$ cat src/rtl/sram_arb_pkg.sv
// Shared types for the two-client SRAM request arbiter.
// Latency: n/a (types and constants only).
// Backpressure: n/a.
package sram_arb_pkg;

  localparam int ADDR_W_DEF = 17;
  localparam int DATA_W_DEF = 16;

  // Transaction sequencer states.
  typedef enum logic [1:0] {
    IDLE  = 2'd0,
    ISSUE = 2'd1,
    WAIT  = 2'd2,
    DONE  = 2'd3
  } state_t;

  // Selects one of the two clients.
  typedef logic client_idx_t;

endpackage

$ cat src/rtl/sram_arb_rr.sv
// Two-way round-robin selector: picks the lone requester, or on a tie the client not granted last.
// Latency: combinational.
// Backpressure: none; the caller decides when the grant is taken and updates last_grant.
//
// Ports:
//   req[1:0]    request levels of client 1 / client 0
//   last_grant  client granted most recently
//   grant_valid at least one request present
//   grant_idx   selected client (meaningful only when grant_valid is high)
module sram_arb_rr
  import sram_arb_pkg::*;
(
  input  logic [1:0]  req,
  input  client_idx_t last_grant,
  output logic        grant_valid,
  output client_idx_t grant_idx
);

  always_comb begin
    grant_valid = |req;
    grant_idx   = 1'b0;
    case (req)
      2'b01:   grant_idx = 1'b0;
      2'b10:   grant_idx = 1'b1;
      2'b11:   grant_idx = ~last_grant;
      default: grant_idx = 1'b0;
    endcase
  end

endmodule

$ cat src/rtl/sram_req_arbiter.sv
// Arbitrates two request/ack clients onto a single-outstanding SRAM controller port.
// Latency: req in IDLE -> mem_*_req next cycle; mem_ready -> client ack next cycle.
// Backpressure: a client holds req until its ack; later requests wait while a transaction is open.
//
// Ports:
//   clk, rst_n                 clock, asynchronous active-low reset
//   cN_req/we/addr/wdata       client request level and its stable command
//   cN_ack/err/rdata           one-cycle completion pulse, timeout flag, held read data
//   mem_read_req/write_req     one-cycle command pulses to the SRAM controller
//   mem_addr/wdata             registered command, stable from ISSUE through DONE
//   mem_rdata/ready            controller read data and completion pulse
module sram_req_arbiter
  import sram_arb_pkg::*;
#(
  parameter int ADDR_W  = ADDR_W_DEF,
  parameter int DATA_W  = DATA_W_DEF,
  parameter int TIMEOUT = 64
) (
  input  logic              clk,
  input  logic              rst_n,
  input  logic              c0_req,
  input  logic              c0_we,
  input  logic [ADDR_W-1:0] c0_addr,
  input  logic [DATA_W-1:0] c0_wdata,
  output logic              c0_ack,
  output logic [DATA_W-1:0] c0_rdata,
  output logic              c0_err,
  input  logic              c1_req,
  input  logic              c1_we,
  input  logic [ADDR_W-1:0] c1_addr,
  input  logic [DATA_W-1:0] c1_wdata,
  output logic              c1_ack,
  output logic [DATA_W-1:0] c1_rdata,
  output logic              c1_err,
  output logic              mem_read_req,
  output logic              mem_write_req,
  output logic [ADDR_W-1:0] mem_addr,
  output logic [DATA_W-1:0] mem_wdata,
  input  logic [DATA_W-1:0] mem_rdata,
  input  logic              mem_ready
);

  localparam int CNT_W = $clog2(TIMEOUT + 1);
  localparam logic [CNT_W-1:0] TO_VAL = CNT_W'(TIMEOUT);

  state_t            state_q, state_d;
  client_idx_t       gnt_q, gnt_d;
  client_idx_t       last_grant_q, last_grant_d;
  logic              we_q, we_d;
  logic [CNT_W-1:0]  cnt_q, cnt_d, cnt_inc;
  logic [ADDR_W-1:0] mem_addr_q, mem_addr_d;
  logic [DATA_W-1:0] mem_wdata_q, mem_wdata_d;
  logic [DATA_W-1:0] c0_rdata_q, c0_rdata_d, c1_rdata_q, c1_rdata_d;
  logic              c0_ack_q, c0_ack_d, c1_ack_q, c1_ack_d;
  logic              c0_err_q, c0_err_d, c1_err_q, c1_err_d;
  logic              mem_rd_q, mem_rd_d, mem_wr_q, mem_wr_d;

  logic              rr_vld;
  client_idx_t       rr_idx;
  logic              sel_we;

  sram_arb_rr u_rr (
    .req         ({c1_req, c0_req}),
    .last_grant  (last_grant_q),
    .grant_valid (rr_vld),
    .grant_idx   (rr_idx)
  );

  // Saturating increment; the saturation value is never exceeded.
  assign cnt_inc = (cnt_q == TO_VAL) ? cnt_q : cnt_q + 1'b1;
  assign sel_we  = rr_idx ? c1_we : c0_we;

  always_comb begin
    state_d      = state_q;
    gnt_d        = gnt_q;
    last_grant_d = last_grant_q;
    we_d         = we_q;
    cnt_d        = cnt_q;
    mem_addr_d   = mem_addr_q;
    mem_wdata_d  = mem_wdata_q;
    c0_rdata_d   = c0_rdata_q;
    c1_rdata_d   = c1_rdata_q;
    // Pulse outputs default low so each is high for exactly one cycle.
    c0_ack_d     = 1'b0;
    c1_ack_d     = 1'b0;
    c0_err_d     = 1'b0;
    c1_err_d     = 1'b0;
    mem_rd_d     = 1'b0;
    mem_wr_d     = 1'b0;

    case (state_q)
      IDLE: begin
        if (rr_vld) begin
          gnt_d        = rr_idx;
          last_grant_d = rr_idx;
          we_d         = sel_we;
          mem_addr_d   = rr_idx ? c1_addr : c0_addr;
          mem_wdata_d  = rr_idx ? c1_wdata : c0_wdata;
          // Command pulse is registered here so it is visible during ISSUE.
          mem_rd_d     = ~sel_we;
          mem_wr_d     = sel_we;
          state_d      = ISSUE;
        end
      end
      ISSUE: begin
        cnt_d   = '0;
        state_d = WAIT;
      end
      WAIT: begin
        // A completion in the final allowed cycle wins over the timeout.
        if (mem_ready) begin
          if (!we_q) begin
            if (gnt_q) c1_rdata_d = mem_rdata;
            else       c0_rdata_d = mem_rdata;
          end
          c0_ack_d = ~gnt_q;
          c1_ack_d = gnt_q;
          state_d  = DONE;
        end else begin
          cnt_d = cnt_inc;
          if (cnt_inc == TO_VAL) begin
            c0_ack_d = ~gnt_q;
            c1_ack_d = gnt_q;
            c0_err_d = ~gnt_q;
            c1_err_d = gnt_q;
            state_d  = DONE;
          end
        end
      end
      DONE: begin
        state_d = IDLE;
      end
      default: state_d = IDLE;
    endcase
  end

  always_ff @(posedge clk or negedge rst_n) begin
    if (!rst_n) begin
      state_q      <= IDLE;
      gnt_q        <= 1'b0;
      last_grant_q <= 1'b1;
      we_q         <= 1'b0;
      cnt_q        <= '0;
      mem_addr_q   <= '0;
      mem_wdata_q  <= '0;
      c0_rdata_q   <= '0;
      c1_rdata_q   <= '0;
      c0_ack_q     <= 1'b0;
      c1_ack_q     <= 1'b0;
      c0_err_q     <= 1'b0;
      c1_err_q     <= 1'b0;
      mem_rd_q     <= 1'b0;
      mem_wr_q     <= 1'b0;
    end else begin
      state_q      <= state_d;
      gnt_q        <= gnt_d;
      last_grant_q <= last_grant_d;
      we_q         <= we_d;
      cnt_q        <= cnt_d;
      mem_addr_q   <= mem_addr_d;
      mem_wdata_q  <= mem_wdata_d;
      c0_rdata_q   <= c0_rdata_d;
      c1_rdata_q   <= c1_rdata_d;
      c0_ack_q     <= c0_ack_d;
      c1_ack_q     <= c1_ack_d;
      c0_err_q     <= c0_err_d;
      c1_err_q     <= c1_err_d;
      mem_rd_q     <= mem_rd_d;
      mem_wr_q     <= mem_wr_d;
    end
  end

  assign c0_ack        = c0_ack_q;
  assign c1_ack        = c1_ack_q;
  assign c0_err        = c0_err_q;
  assign c1_err        = c1_err_q;
  assign c0_rdata      = c0_rdata_q;
  assign c1_rdata      = c1_rdata_q;
  assign mem_read_req  = mem_rd_q;
  assign mem_write_req = mem_wr_q;
  assign mem_addr      = mem_addr_q;
  assign mem_wdata     = mem_wdata_q;

endmodule

$ cat config.mk
export PLATFORM = sky130hd
export DESIGN_NAME = sram_req_arbiter
export DESIGN_NICKNAME = d
export VERILOG_FILES = /design/src/rtl/sram_arb_pkg.sv /design/src/rtl/sram_arb_rr.sv /design/src/rtl/sram_req_arbiter.sv
export SDC_FILE = /design/constraint.sdc
export NUM_CORES = 1
export LEC_CHECK = 0
export ABC_AREA = 1
export CAP_MARGIN = 0
export CORE_ASPECT_RATIO = 0.7
export CORE_MARGIN = 3
export CORE_UTILIZATION = 42
export CTS_BUF_LIST = sky130_fd_sc_hd__clkbuf_16
export DETAILED_ROUTE_END_ITERATION = 12
export GPL_TIMING_DRIVEN = 0
export PLACE_DENSITY = 0.86
export SETUP_SLACK_MARGIN = 0.02
export SLEW_MARGIN = 30
export SYNTH_ARGS = -nofsm -noshare
export SYNTH_HDL_FRONTEND = slang
export SYNTH_HIERARCHICAL = 1
export SYNTH_SLANG_ARGS = --single-unit
$ cat constraint.sdc
create_clock -name clk -period 1.9 [get_ports clk]
set_clock_uncertainty 0.2 [all_clocks]
set_input_delay 0.38 -clock clk [delete_from_list [all_inputs] [get_ports clk]]
set_output_delay 0.38 -clock clk [all_outputs]
set_load 0.03 [all_outputs]
### Word level (Yosys, flattened, before mapping)

Index checks and enable logic that the tools add are counted.

* output and inout bits: 71
* bits in registers: 83
* bits of input ports: 89
* word-level logic and storage cells: 63

* add/sub/neg operators: 1
* bitwise logic cells: 4
* reductions and logical operators: 8
* equality and inequality tests: 10
* mux-type cells: 25

Operators by type and width (number)
* $mux W17: 1
* $mux W16: 1
* $mux W1: 15
* $eq A7 B7 Y1 const B: 2
* $mux W7: 2
* $pmux W7 S2: 1
* $eq A2 B2 Y1 const B: 4
* $pmux W2 S4: 1
* $reduce_and A4 Y1: 2
* $add A7 B1 Y7 const B: 1
* $mux W2: 3
* $reduce_and A2 Y1: 3
* $ne A2 B2 Y1 const B: 2
* $not A1 Y1: 4
* $ne A3 B3 Y1 const B: 1
* $eq A2 B1 Y1 const B: 1
* $logic_not A2 Y1: 1
* $pmux W1 S2: 1
* $reduce_bool A2 Y1: 1
* $reduce_or A2 Y1: 1

### Depth between registers and ports, before layout

* depth after elaboration: 6
* mapped depth: 13
* depth with buffers taken out: 13

### Cells and area by module

Netlist, hierarchy kept.

Modules (own cells, without submodules)
* sram_req_arbiter: cells an instance 416, times used 1, area an instance 3608.5 µm², seq. area each 2078.2 µm²
* sram_arb_rr: cells an instance 3, times used 1, area an instance 15.0 µm², seq. area each 0.0 µm²

### Worst setup path before layout

OpenSTA, ideal clock, no wires.

* path type: register to register
* start: register cnt_q[0]
* end: register state_q[0]
* clock period less this slack: 1671 ps
* stages on the path, launching flop included: 14
* required time: 1584 ps
* arrival time: 1354 ps
* path slack: 229 ps
* path through: dfrtp_1 > inv_1 > ha_1 > nand2_1 > inv_1 > nand3_2 > nand2_2 > nand2_1 > nor2_2 > nand3_2 > nand3_2 > nand2_2 > nand2_1 > nand2_1

* word-level cells in the longest chain between the ends: 5
* elaborated cells between the ends (all ways): 6
* those cells by class: add/sub (1); eq/ne (3); mux (1); reduce/logical (1)

RTL lines
* from (decl): line sram_req_arbiter.sv:50 `logic [CNT_W-1:0] cnt_q, cnt_d, cnt_inc;`
* from (signal assigned): line sram_req_arbiter.sv:159 `cnt_q <= cnt_d;`
* $add A7 B1 Y7 or $eq A7 B7 Y1 (tied branches): line sram_req_arbiter.sv:70 `assign cnt_inc = (cnt_q == TO_VAL) ? cnt_q : cnt_q + 1'b1;`
* $mux W7 *: line sram_req_arbiter.sv:70
* $eq A7 B7 Y1 *: line sram_req_arbiter.sv:121 `if (cnt_inc == TO_VAL) begin`
* $ne A3 B3 Y1 (no line) *
* $reduce_and A2 Y1 (no line) *
* to (signal assigned): line sram_req_arbiter.sv:155 `state_q <= state_d;`
* to (decl): line sram_req_arbiter.sv:46 `state_t state_q, state_d;`

Every way passes the cells marked *; elsewhere a longest branch is shown, timed or not.
A chain may end at the register's enable or synchronous reset.

### Final worst setup path

* start: register cnt_q[1]
* end: register c1_ack_q, in the netlist c1_ack

* word-level cells in the longest chain between the ends: 6
* elaborated cells between the ends (all ways): 7
* those cells by class: add/sub (1); eq/ne (2); mux (4)

RTL lines
* $add A7 B1 Y7 or $eq A7 B7 Y1 (tied branches): line sram_req_arbiter.sv:70
* $mux W7 *: line sram_req_arbiter.sv:70
* $eq A7 B7 Y1 *: line sram_req_arbiter.sv:121
* $mux W1 *: line sram_req_arbiter.sv:121
* $mux W1 *: line sram_req_arbiter.sv:111 `if (mem_ready) begin`
* $mux W1 *: line sram_req_arbiter.sv:91 `case (state_q)`
* via c1_ack_d: line sram_req_arbiter.sv:54 `logic c0_ack_q, c0_ack_d, c1_ack_q, c1_ack_d;`
* to (signal assigned): line sram_req_arbiter.sv:165 `c1_ack_q <= c1_ack_d;`
* to (decl): line sram_req_arbiter.sv:54

The timed path passes the listed nets; every way through them passes the cells marked *.

==> results.sh <==
export IMPL_run_status="finished clean"
export IMPL_seq_power_share_pct=32.5
export IMPL_leakage_nw=2.77
export IMPL_most_common_layout_cells="clkdlybuf4s50_1, nand2_1, dfrtp_1"
export IMPL_sw_frac_of_total_pct=44.3
export IMPL_tightestPinTransition_ps=427
export IMPL_drt_pass1_iter_count=4
export IMPL_post_dp_cell_area_mm2=0.00537
export IMPL_die_height_um=83.7
export IMPL_end_kind="flip-flop"
export IMPL_ctsRootBufferMaster="clkbuf_16"
export IMPL_core_region_area_mm2=0.00811
export IMPL_met2WireLength_um=5540
export IMPL_grt_max_degree=58
export IMPL_cap_violations=0
export IMPL_final_min_clock_period_ps=1900
export IMPL_internal_power_w=0.00507
export IMPL_synth_area_leader_cell="dfrtp_1"
export IMPL_fin_nets=692
export IMPL_syn_inst=419
export IMPL_synth_fp_nets=513
export IMPL_route_detailed_wl_per_inst_um=16.0
export IMPL_critical_path_peak_fanout=5
export IMPL_rsz0062_at_grt="true"
export IMPL_antenna_cells_inserted=0
export IMPL_starting_density_of_the_core_pct=44.7
export IMPL_yosys_most_used_dff="dfrtp_1"
export IMPL_combinationalPowerShare_pct=48.7
export IMPL_crit_arrival_ps=1920
export IMPL_io_buffers=159
export IMPL_ctsLongestPathBuffers=2
export IMPL_finalWeightedCongestion=0.849
export IMPL_yosys_register_bits=83
export IMPL_global_route_usage_total_pct=23.2
export IMPL_clockPowerShare_pct=18.8
export IMPL_postRouteAntennaNets=0
export IMPL_route_layer_met1_wl_um=4550
export IMPL_cts_tree="built"
export IMPL_die_area_mm2=0.00980
export IMPL_grt_antenna_before_repair=0
export IMPL_drcViolationCount=0
export IMPL_syn_avg_cell_area_um2=8.65
export IMPL_via_count_of_the_first_global_routing_pass=3721
export IMPL_route_detailed_vias_per_inst=5.13
export IMPL_synth_edf_count=0
export IMPL_synth_area_leaders="dfrtp_1, a21oi_1, nand2_1, nor2_1, o21ai_1"
export IMPL_clk_pin_slew_ps=60
export IMPL_report_final_setup_viol=0
export IMPL_setup_total_negative_slack_ps=0
export IMPL_drive_above_1_share_pct=13.8
export IMPL_startpoint_type="flip-flop"
export IMPL_h_tree_depth=3
export IMPL_most_common_library_cell_in_the_layout_ignoring_fill_and_taps="clkdlybuf4s50_1"
export IMPL_cellPowerDensity_mw_per_mm2=1590
export IMPL_synth_area_mm2=0.00362
export IMPL_clk_latency_ps=330
export IMPL_timing_slew_headroom_pct=71.6
export IMPL_detailedPlacementHpwl_um=8310
export IMPL_yosys_area_top_type_share_pct=56.6
export IMPL_cp_slowest_cell="dfrtp_2"
export IMPL_finalCritPeriodShare_pct=99.9
export IMPL_detailed_route_iter0_violations=269
export IMPL_ys_async_sr_fraction_pct=100
export IMPL_final_area_mm2=0.00574
export IMPL_critical_path_max_stage_delay_ps=450
export IMPL_synth_yosys_seq_area_share_pct=57.4
export IMPL_cp_required_ps=1920
export IMPL_area_delta_synth_final_pct=58.5
export IMPL_die_w_um=117
export IMPL_grt_first_pass_wirelength_um=17900
export IMPL_synth_cell_types=27
export IMPL_boundaryPins=160
export IMPL_report_final_hold_viol_count=0
export IMPL_setup_worst_path_class="flip-flop to flip-flop"
export IMPL_report_final_slew_viol_count=0
export IMPL_grt_overflow=0
export IMPL_synth_yosys_warnings=6
export IMPL_highest_clock_rate_mhz=527
export IMPL_cp_cell_sequence="inv_2 > ha_4 > nand2_2 > inv_2 > nand3_2 > nand2_1 > nand2_2 > nor2_2 > nand3_2 > a211oi_2"
export IMPL_hold_path_class="flip-flop to flip-flop"
export IMPL_power_switching_w=0.00404
export IMPL_totalWireLength_um=11300
export IMPL_fp_row_count=27
export IMPL_routed_via_count=3615
export IMPL_highest_signal_layer="met4"
export IMPL_tritoncts_num_sinks=83
export IMPL_ir_worst_vdd_mv=0.862
export IMPL_route_met3_wl_um=971
export IMPL_cts_buffers=9
-- cell type report --
class | count | area (µm²)
well taps | 101 | 126
repair buffers | 168 | 1600
inverters | 36 | 141
plain buffers | 21 | 125
multi-input cells | 279 | 1380
flip-flops and latches | 83 | 2080
fillers | 632 | 2370
clock buffers | 9 | 225
clock inverters | 7 | 68.8
-- what timing repair did --
item	CTS	global route
setup buffers	2	5
gates resized for setup	85	39
cloned	0	0
hold endpoints to repair	26	0
setup endpoints to repair	136	59
pin swaps	1	6
hold buffers	1	0
-- through the flow --
stage | setup slack (ps) | instances | utilization, % | total power [W] | hold WS (ps)
floorplan | 229 | 419 | - | 0.00562 | -116
global placement | -2670 | 679 | 65.9 | 0.00754 | 257
detailed placement | -452 | 680 | 66.2 | 0.00772 | 69.5
CTS | 22.5 | 699 | 69.4 | 0.00902 | 271
global route | -93.7 | 704 | 70.8 | 0.00966 | 295
finish | 2.60 | 704 | 70.8 | 0.00911 | 277
-- cell families (layout without fill, tap and decap cells) --
logic type	Yosys count	count (layout)	share of synthesized area, %
and+or+nand+nor	162	162	18.8
buffers and inverters	57	241	6.32
adders and majority gates	5	5	1.73
DFF	83	83	57.4
AOI/OAI and AO/OA	112	112	15.8
-- flip-flops by register name, indices dropped and copies added (netlist names), 2 cells and up --
name	count
c0_rdata	16
c1_rdata	16
mem_wdata	16
mem_addr	17
cnt_q	7
state_q	2
-- layer usage --
| metal | up-vias | global-route usage [%] |
|---|---|---|
| met1 | 1717 | 28.1 |
| met3 | 18 | 7.83 |
| met4 | 0 | 6.77 |
| li1 | 1733 | - |
| met5 | - | 0 |
| met2 | 147 | 38.8 |
-- synthesized netlist by cell type, types with 2 or more instances --
library cell   n
nor2_1        43
nand2_2        7
nand3_2        3
buf_1          4
o21ai_1       32
nand3_1       10
o21ai_0        7
clkbuf_1      11
ha_1           5
o22ai_1        3
inv_1         31
nor3_1         2
or2_1          2
dfrtp_1       82
buf_2          5
inv_2          4
nand4_1        3
nand2_1       88
nor2_2         3
a21oi_1       67
-- power by group through the flow --
| stage | sequential [W] | clock [W] | combinational, W |
|---|---|---|---|
| global route | 0.00305 | 0.00182 | 0.00479 |
| finish | 0.00296 | 0.00171 | 0.00444 |
| detailed placement | 0.00299 | 0 | 0.00473 |
| CTS | 0.00294 | 0.00174 | 0.00434 |
| global placement | 0.00294 | 0 | 0.00461 |
| floorplan | 0.00425 | 0 | 0.00137 |
-- path summary, 6_finish.rpt --
kind	startpoint	end	slack, ps	cells past startpoint
min in group asynchronous	rst_n	cnt_q[4]	300	2
max	cnt_q[1]	c1_ack	3	10
min reg2reg	last_grant_q	last_grant_q	280	2
max reg2reg	cnt_q[1]	c1_ack	3	10
min	last_grant_q	last_grant_q	280	2
max in group asynchronous	rst_n	cnt_q[1]	640	3
-- worst max-delay path, delay by kind of cell, from the launching register on --
family / cells / cell delay, ps
flops: 1 / 450
compound gates: 1 / 310
buf+inv: 2 / 150
fa+ha+maj: 1 / 120
simple gates: 6 / 540
(Power assumes the default switching activity.)
